### config.mk
export PLATFORM = sky130hd
export DESIGN_NAME = pwm_peripheral
export DESIGN_NICKNAME = d
export VERILOG_FILES = /design/src/rtl/pwm_pkg.sv /design/src/rtl/pwm_prescaler.sv /design/src/rtl/pwm_peripheral.sv
export SDC_FILE = /design/constraint.sdc
export NUM_CORES = 1
export LEC_CHECK = 0
export ABC_AREA = 1
export CORE_MARGIN = 10
export CORE_UTILIZATION = 48
export DETAILED_ROUTE_END_ITERATION = 16
export PLACE_DENSITY = 0.84
export SYNTH_ARGS = -nofsm -noshare
export SYNTH_HDL_FRONTEND = slang
export SYNTH_SLANG_ARGS = --single-unit
### constraint.sdc
create_clock -name clk -period 3.5 [get_ports clk]
set_input_delay 1.05 -clock clk [delete_from_list [all_inputs] [get_ports clk]]
set_output_delay 1.05 -clock clk [all_outputs]
set_load 0.02 [all_outputs]
### src/rtl/pwm_pkg.sv
// rtl/pwm_pkg.sv - shared widths, constants and types for the PWM peripheral
package pwm_pkg;

   localparam int PWM_BITS = 8;
   localparam logic [PWM_BITS-1:0] DUTY_FULL = 8'hFF;
   localparam int N_OUT = 16;

   typedef logic [N_OUT-1:0] out_vec_t;

   // Full-scale duty means "never low", so the period wrap cannot leave a one-tick gap.
   function automatic logic pwm_level(input logic [PWM_BITS-1:0] cnt,
                                      input logic [PWM_BITS-1:0] duty);
      return (duty == DUTY_FULL) ? 1'b1 : (cnt < duty);
   endfunction

endpackage

### src/rtl/pwm_prescaler.sv
// rtl/pwm_prescaler.sv - divides clk down to the PWM tick rate
module pwm_prescaler #(
   parameter int PRESCALE = 13
) (
   input  logic clk,
   input  logic rst_n,
   output logic tick
);

   localparam int W = (PRESCALE > 1) ? $clog2(PRESCALE) : 1;
   localparam logic [W-1:0] LAST = W'(PRESCALE - 1);

   logic [W-1:0] pre_cnt;

   assign tick = (pre_cnt == LAST);

   always_ff @(posedge clk or negedge rst_n) begin
      if (!rst_n) begin
         pre_cnt <= '0;
      end else if (tick) begin
         pre_cnt <= '0;
      end else begin
         pre_cnt <= pre_cnt + 1'b1;
      end
   end

endmodule

### src/rtl/pwm_peripheral.sv
// rtl/pwm_peripheral.sv - drives 16 outputs low, high or from one shared 8-bit PWM
module pwm_peripheral #(
   parameter int PRESCALE = 13
) (
   input  logic        clk,
   input  logic        rst_n,
   input  logic [7:0]  en_reg_out_7_0,
   input  logic [7:0]  en_reg_out_15_8,
   input  logic [7:0]  en_reg_pwm_7_0,
   input  logic [7:0]  en_reg_pwm_15_8,
   input  logic [7:0]  pwm_duty_cycle,
   output logic [15:0] out,
   output logic        period_start
);

   import pwm_pkg::*;

   logic                tick;
   logic                wrap;
   logic                pwm_sig;
   logic [PWM_BITS-1:0] pwm_cnt;
   logic [PWM_BITS-1:0] duty_shadow;
   out_vec_t            en_out;
   out_vec_t            en_pwm;
   out_vec_t            out_next;

   pwm_prescaler #(.PRESCALE(PRESCALE)) u_prescaler (
      .clk   (clk),
      .rst_n (rst_n),
      .tick  (tick)
   );

   assign en_out  = {en_reg_out_15_8, en_reg_out_7_0};
   assign en_pwm  = {en_reg_pwm_15_8, en_reg_pwm_7_0};
   assign wrap    = tick && (pwm_cnt == DUTY_FULL);
   assign pwm_sig = pwm_level(pwm_cnt, duty_shadow);

   always_comb begin
      out_next = '0;
      for (int i = 0; i < N_OUT; i++) begin
         out_next[i] = !en_out[i] ? 1'b0 : (en_pwm[i] ? pwm_sig : 1'b1);
      end
   end

   // Duty is only sampled at the period boundary so a waveform never glitches mid-period.
   always_ff @(posedge clk or negedge rst_n) begin
      if (!rst_n) begin
         pwm_cnt      <= '0;
         duty_shadow  <= '0;
         out          <= '0;
         period_start <= 1'b0;
      end else begin
         if (tick) begin
            pwm_cnt <= pwm_cnt + 1'b1;
         end
         if (wrap) begin
            duty_shadow <= pwm_duty_cycle;
         end
         out          <= out_next;
         period_start <= wrap;
      end
   end

endmodule

==> results of run 1 <==
[worst paths after layout]
path | start | to | cells past startpoint | slack, ns
max | out[4] | out[4] | 1 | 1.13
min | u_prescaler.pre_cnt[3] | u_prescaler.pre_cnt[3] | 1 | 0.51
max reg2reg | pwm_cnt[5] | out[5] | 8 | 1.63
min reg2reg | u_prescaler.pre_cnt[3] | u_prescaler.pre_cnt[3] | 1 | 0.51
max in group asynchronous | rst_n | duty_shadow[6] | 1 | 2.23
min in group asynchronous | rst_n | pwm_cnt[3] | 1 | 0.78
[per-layer routing]
metal / wire, um / track usage, %
met1: 1680 / 15.3
met2: 1760 / 18.6
met3: 307 / 5.35
met4: 97 / 5.46
met5: 0 / 0
[layout by cell type (no fill, tap or decap), types with 4 or more instances in the layout]
| master | count |
|---|---|
| nand2_1 | 61 |
| clkdlybuf4s50_1 | 57 |
| dfrtp_1 | 37 |
| inv_1 | 34 |
| nand3_1 | 18 |
| ha_1 | 10 |
| nor2_1 | 6 |
| clkbuf_4 | 5 |
| nor3_1 | 4 |
| xor2_1 | 4 |
[per-stage QoR]
stage / total power, W / instance area, um^2 / utilization (%) / instances / setup WS [ns]
4_1_cts: 0.000767 / 2420 / 70.7 / 303 / 1.10
5_1_grt: 0.000792 / 2420 / 70.7 / 303 / 1.07
3_5_place_dp: 0.000541 / 2360 / 69.1 / 296 / 1.49
3_3_place_gp: 0.000539 / 2360 / 69.1 / 296 / 1.54
6_report: 0.000757 / 2420 / 70.7 / 303 / 1.13
2_1_floorplan: 0.000467 / 1740 / - / 194 / 1.92
[kinds of logic after synthesis]
kind of cell    synth area share (%)
simple gates                    26.5
xor+xnor                        3.53
compound gates                  1.15
fa+ha+maj                       7.20
flops                           53.3
buf+inv                         8.28
[final cells by class]
cell class              count  share of cell area [%]
flip-flops and latches     37                    38.3
multi-input cells         119                    27.6
repair buffers             58                    23.8
inverters                  36                    5.59
well taps                  46                    2.38
clock buffers               7                    2.28
[registers in the layout (all words and copies together) (netlist names)]
signal               flops
out                     16
duty_shadow              8
pwm_cnt                  8
u_prescaler.pre_cnt      4
period_start             1
[power groups by stage]
stage,Combinational [W],Sequential [W],Clock (W)
floorplan,0.00000686,0.000460,0
global placement,0.0000921,0.000447,0
detailed placement,0.0000932,0.000447,0
CTS,0.0000935,0.000439,0.000235
global route,0.000100,0.000440,0.000252
finish,0.0000918,0.000439,0.000226
==> reports/qor.csv, run 1 <==
stage,metric,value,unit
outcome,status,"finished, final reports clean",
grt,initial antenna violation count,0,
detailed_routing,WL/cell,12.7,um
detailed_routing,remaining routing DRC violations,0,
logic_synthesis,asr flop ratio synth,100,%
logic_synthesis,Seq cells post-synth,37,
power,Power Dens Cells,313,nW/um^2
min_path,Hold Crit Class,reg2reg,
detailed_routing,WL final,3840,um
timing,hold_ws,0.512,ns
run,max cap viols,0,
final_layout,share of post-route cells with drive strength above 1,5.84,%
setup_path,crit-path max cell delay,0.63,ns
placed_design,DP HPWL,3090,um
final_layout,Fill cells,272,
logic_synthesis,syn_nets,246,
placed_design,port bufs,58,
logic_synthesis,syn_area_per_cell,8.95,um^2
setup_path,critical path arrival,1.32,ns
floorplanning,Rows,21,
logic_synthesis,Most used DFF post-synth,dfrtp_1,
timing,fmax,421,MHz
floorplanning,Starting Density,50.8,%
floorplanning,die width,80.2,um
timing,setup TNS,0,ns
grt,first-pass GRT wire length,6260,um
detailed_routing,routed via count,1394,
logic_synthesis,Synth area leader,dfrtp_1,
timing,period utilisation layout,67.9,%
clock_tree,"Setup Fix Bufs, Post-CTS",0,
placed_design,Placer Congestion,0.774,
timing,Fin Clk Skew,0.00621,ns
power,Comb power frac,12.1,%
timing,RSZ-0062 raised after global routing,no,
clock_tree,post-CTS sizing,0,
clock_tree,H-tree depth,2,
timing,min Tclk post-route,2.37,ns
logic_synthesis,most frequent cells after synthesis,"61 x nand2_1, 37 x dfrtp_1, 34 x inv_1, 18 x nand3_1, 10 x ha_1",
logic_synthesis,"EDFF count, synth",0,
power,sw power,0.000168,W
logic_synthesis,most numerous cell in the Yosys netlist,nand2_1,
setup_path,"Slowest-stage cell, CP",clkdlybuf4s50_1,
floorplanning,die height,80.2,um
final_layout,register area,926,um^2
timing,relative slew slack,47.5,%
logic_synthesis,Synth warnings,0,
power,sequential group share of total power,58.0,%
logic_synthesis,synth top area cells,"dfrtp_1 53%, nand2_1 13%, inv_1 7.3%, ha_1 7.2%, nand3_1 5.2%",
power,Power Internal,0.000589,W
power,worst vdd ir,202,uV
setup_path,"Critical Path, Cell by Cell",clkdlybuf4s50_1,
clock_tree,clock latency on the worst-skew pair,0.34,ns
clock_tree,TritonCTS clock tree,built,
detailed_routing,DRT iter0 DRCs,66,
grt,largest net degree at the start of global routing,38,
logic_synthesis,Mapped Cells,194,
logic_synthesis,post-synth top area share,53.3,%
clock_tree,Sink Count,37,
logic_synthesis,sequential fraction of the synthesis area,53.3,%
floorplanning,CORE AREA,3420,um^2
setup_path,crit-path max FO,1,
timing,fin. max-slew vios,0,
setup_path,Worst Setup End Kind,output port,
final_layout,antenna cells,0,
grt,Global Route Usage Sum,12.5,%
timing,Slew @ Worst Pin,0.788,ns
power,switching share of total power,22.2,%
setup_path,CP Buf/Inv Count,1,
logic_synthesis,Yosys cell types,20,
setup_path,CP Class,reg2out,
power,clock share of power,29.9,%
floorplanning,die area,6420,um^2
detailed_routing,DRT Pass-1 Iters,4,
clock_tree,"Reg clk slew, reported paths",0.10,ns
clock_tree,Hold Buf Count CTS,0,
detailed_routing,vias per inst,4.60,
clock_tree,CTS Buf Count,5,
timing,final hold vios,0,
detailed_routing,DRT antenna net count,0,
setup_path,Setup crit start kind,register,
timing,"Setup violations, final",0,
final_layout,area delta synth->final,39.1,%
clock_tree,clock buffer depth,2,
grt,gr ovfl total,0,
setup_path,Top Family by Delay on Critical Path,buffers and inverters,
final_layout,nets@finish,309,
grt,vias in the first global route,1342,
floorplanning,Ports,59,
logic_synthesis,post-synthesis cell area,1740,um^2
power,Pleak,1.25,nW
final_layout,area occupied by multi-input gates,667,um^2
clock_tree,clk root buf,clkbuf_4,
setup_path,CP required,2.45,ns
No activity file was read; power rests on OpenSTA's default activity.
==> run 2: changes to the inputs <==
Settings changed: CORE_UTILIZATION 48 to 45, PLACE_DENSITY 0.84 to 0.79.
Clock period 3.5 ns to 2.32 ns, I/O delays scaled along.
==> run 2 against run 1 <==
Non-clock buffer count grew 1. Clock skew grew 0.0016 ns. Via count grew 2.1%. Sequential power grew 51%. Routed wire length grew 1.9%. Cell area grew 3.0%. Power grew 77%. Core utilization shrank 3.3 points. Setup slack lost 0.73 ns. Critical path type unchanged. Largest power group unchanged.
==> reports/qor.csv, run 2 (synthesis gave the netlist of run 1 again) <==
stage,metric,value,unit,change
clock_tree,CTS Buf Count,5,,unchanged
detailed_routing,WL final,3920,um,was 3840 um
timing,min Tclk post-route,1.93,ns,
clock_tree,clk root buf,clkbuf_8,,was clkbuf_4
setup_path,CP Buf/Inv Count,1,,unchanged
clock_tree,clock buffer depth,2,,unchanged
final_layout,share of post-route cells with drive strength above 1,6.59,%,was 5.84%
floorplanning,die width,82.1,um,was 80.2 um
clock_tree,"Reg clk slew, reported paths",0.07,ns,was 0.10 ns
setup_path,Worst Setup End Kind,output port,,unchanged
grt,vias in the first global route,1509,,was 1342
grt,gr ovfl total,0,,unchanged
clock_tree,Sink Count,37,,unchanged
detailed_routing,remaining routing DRC violations,0,,unchanged
setup_path,"Slowest-stage cell, CP",clkdlybuf4s50_1,,unchanged
final_layout,Reg with most FFs,out,,unchanged
setup_path,Top Family by Delay on Critical Path,buffers and inverters,,unchanged
timing,setup TNS,0,ns,unchanged
clock_tree,"Setup Fix Bufs, Post-CTS",0,,unchanged
timing,"Setup violations, final",0,,unchanged
detailed_routing,vias per inst,4.65,,was 4.60
floorplanning,Rows,22,,was 21
timing,relative slew slack,56.3,%,was 47.5%
floorplanning,die area,6740,um^2,was 6420 um^2
setup_path,R2R depth,8,,unchanged
clock_tree,Hold Buf Count CTS,0,,unchanged
setup_path,crit-path max cell delay,0.61,ns,was 0.63 ns
floorplanning,Starting Density,47.1,%,was 50.8%
detailed_routing,DRT iter0 DRCs,49,,was 66
placed_design,port bufs,58,,unchanged
timing,hold_ws,0.335,ns,was 0.512 ns
run,max cap viols,0,,unchanged
grt,largest net degree at the start of global routing,20,,was 38
clock_tree,post-CTS sizing,0,,unchanged
final_layout,max reg flops,16,,unchanged
final_layout,nets@finish,310,,was 309
final_layout,"most common cell after layout, fill and taps aside",nand2_1,,unchanged
setup_path,CP required,1.62,ns,was 2.45 ns
power,Power Dens Cells,540,nW/um^2,was 313 nW/um^2
final_layout,antenna cells,0,,unchanged
min_path,Hold Crit Class,in2async,,was reg2reg
outcome,status,"finished, final reports clean",,unchanged
grt,initial antenna violation count,0,,unchanged
timing,Slew @ Worst Pin,0.653,ns,was 0.788 ns
detailed_routing,DRT antenna net count,0,,unchanged
setup_path,Setup crit start kind,register,,unchanged
timing,final hold vios,0,,unchanged
timing,fin. max-slew vios,0,,unchanged
floorplanning,CORE AREA,3690,um^2,was 3420 um^2
clock_tree,clock latency on the worst-skew pair,0.29,ns,was 0.34 ns
placed_design,DP HPWL,3220,um,was 3090 um
grt,first-pass GRT wire length,6610,um,was 6260 um
floorplanning,die height,82.1,um,was 80.2 um
final_layout,area delta synth->final,43.2,%,was 39.1%
grt,Global Route Usage Sum,12.6,%,was 12.5%
timing,fmax,519,MHz,
placed_design,Placer Congestion,0.772,,was 0.774
setup_path,CP Class,reg2out,,unchanged
power,worst vdd ir,337,uV,was 202 uV
floorplanning,Ports,59,,unchanged
setup_path,crit-path max FO,1,,unchanged
detailed_routing,routed via count,1423,,was 1394
clock_tree,H-tree depth,2,,unchanged
setup_path,r2r setup slk,0.46,ns,was 1.63 ns
timing,Fin Clk Skew,0.00776,ns,was 0.00621 ns
timing,RSZ-0062 raised after global routing,no,,unchanged
final_layout,"commonest non-fill, non-tap cells in the layout","61 x nand2_1, 57 x clkdlybuf4s50_1, 37 x dfrtp_1",,unchanged
setup_path,Critical R2R Launch,pwm_cnt[5],,unchanged
setup_path,critical path arrival,1.23,ns,was 1.32 ns
clock_tree,TritonCTS clock tree,built,,unchanged
final_layout,top flop regs,"out: 16 flops, duty_shadow: 8 flops, pwm_cnt: 8 flops",,unchanged
power,Pleak,1.28,nW,was 1.25 nW
detailed_routing,DRT Pass-1 Iters,6,,was 4
setup_path,"Critical Path, Cell by Cell",clkdlybuf4s50_1,,unchanged
setup_path,Critical R2R Capture,out[5],,unchanged
detailed_routing,WL/cell,12.8,um,was 12.7 um
timing,period utilisation layout,83.0,%,
## run 2: metal layers
layer	GRT usage, %	vias to the layer above	wire [um]
li1	-	721	-
met1	13.2	646	1510
met2	21.2	50	1890
met3	7.45	6	466
met4	3.57	0	48
met5	0	-	0
## run 2: area by class of cell
type	count	area, um^2
repair buffers	59	596
flip-flops and latches	37	926
clock inverters	2	35.0
fillers	302	1200
clock buffers	5	68.8
well taps	48	60.1
multi-input cells	119	667
inverters	36	135
## run 2: power breakdown
group	internal (W)	switching [W]
logic	0.0000907	0.0000533
clock network	0.000312	0.000224
registers	0.000659	0.00000342
total	0.00106	0.000280
## run 2: how the worst max path moves through the flow
stage,depth (start not counted),slack [ns],from,end
final,1,0.39,out[10],out[10]
after detailed placement,8,0.46,pwm_cnt[5],out[5]
after CTS,1,0.37,out[10],out[10]
after global routing,8,0.24,pwm_cnt[5],out[6]
after floorplan,9,0.74,pwm_cnt[5],out[10]
after global placement,8,0.56,pwm_cnt[5],out[8]
## run 2: stage by stage
stage               area, um^2  std cells  setup slack (ns)  util, %  power, W
CTS                       2490        306             0.375     67.4   0.00136
finish                    2490        306             0.395     67.4   0.00134
global placement          2380        299             0.560     64.6  0.000820
detailed placement        2380        299             0.460     64.6  0.000821
global route              2490        306             0.237     67.4   0.00139
floorplan                 1740        194             0.736        -  0.000704
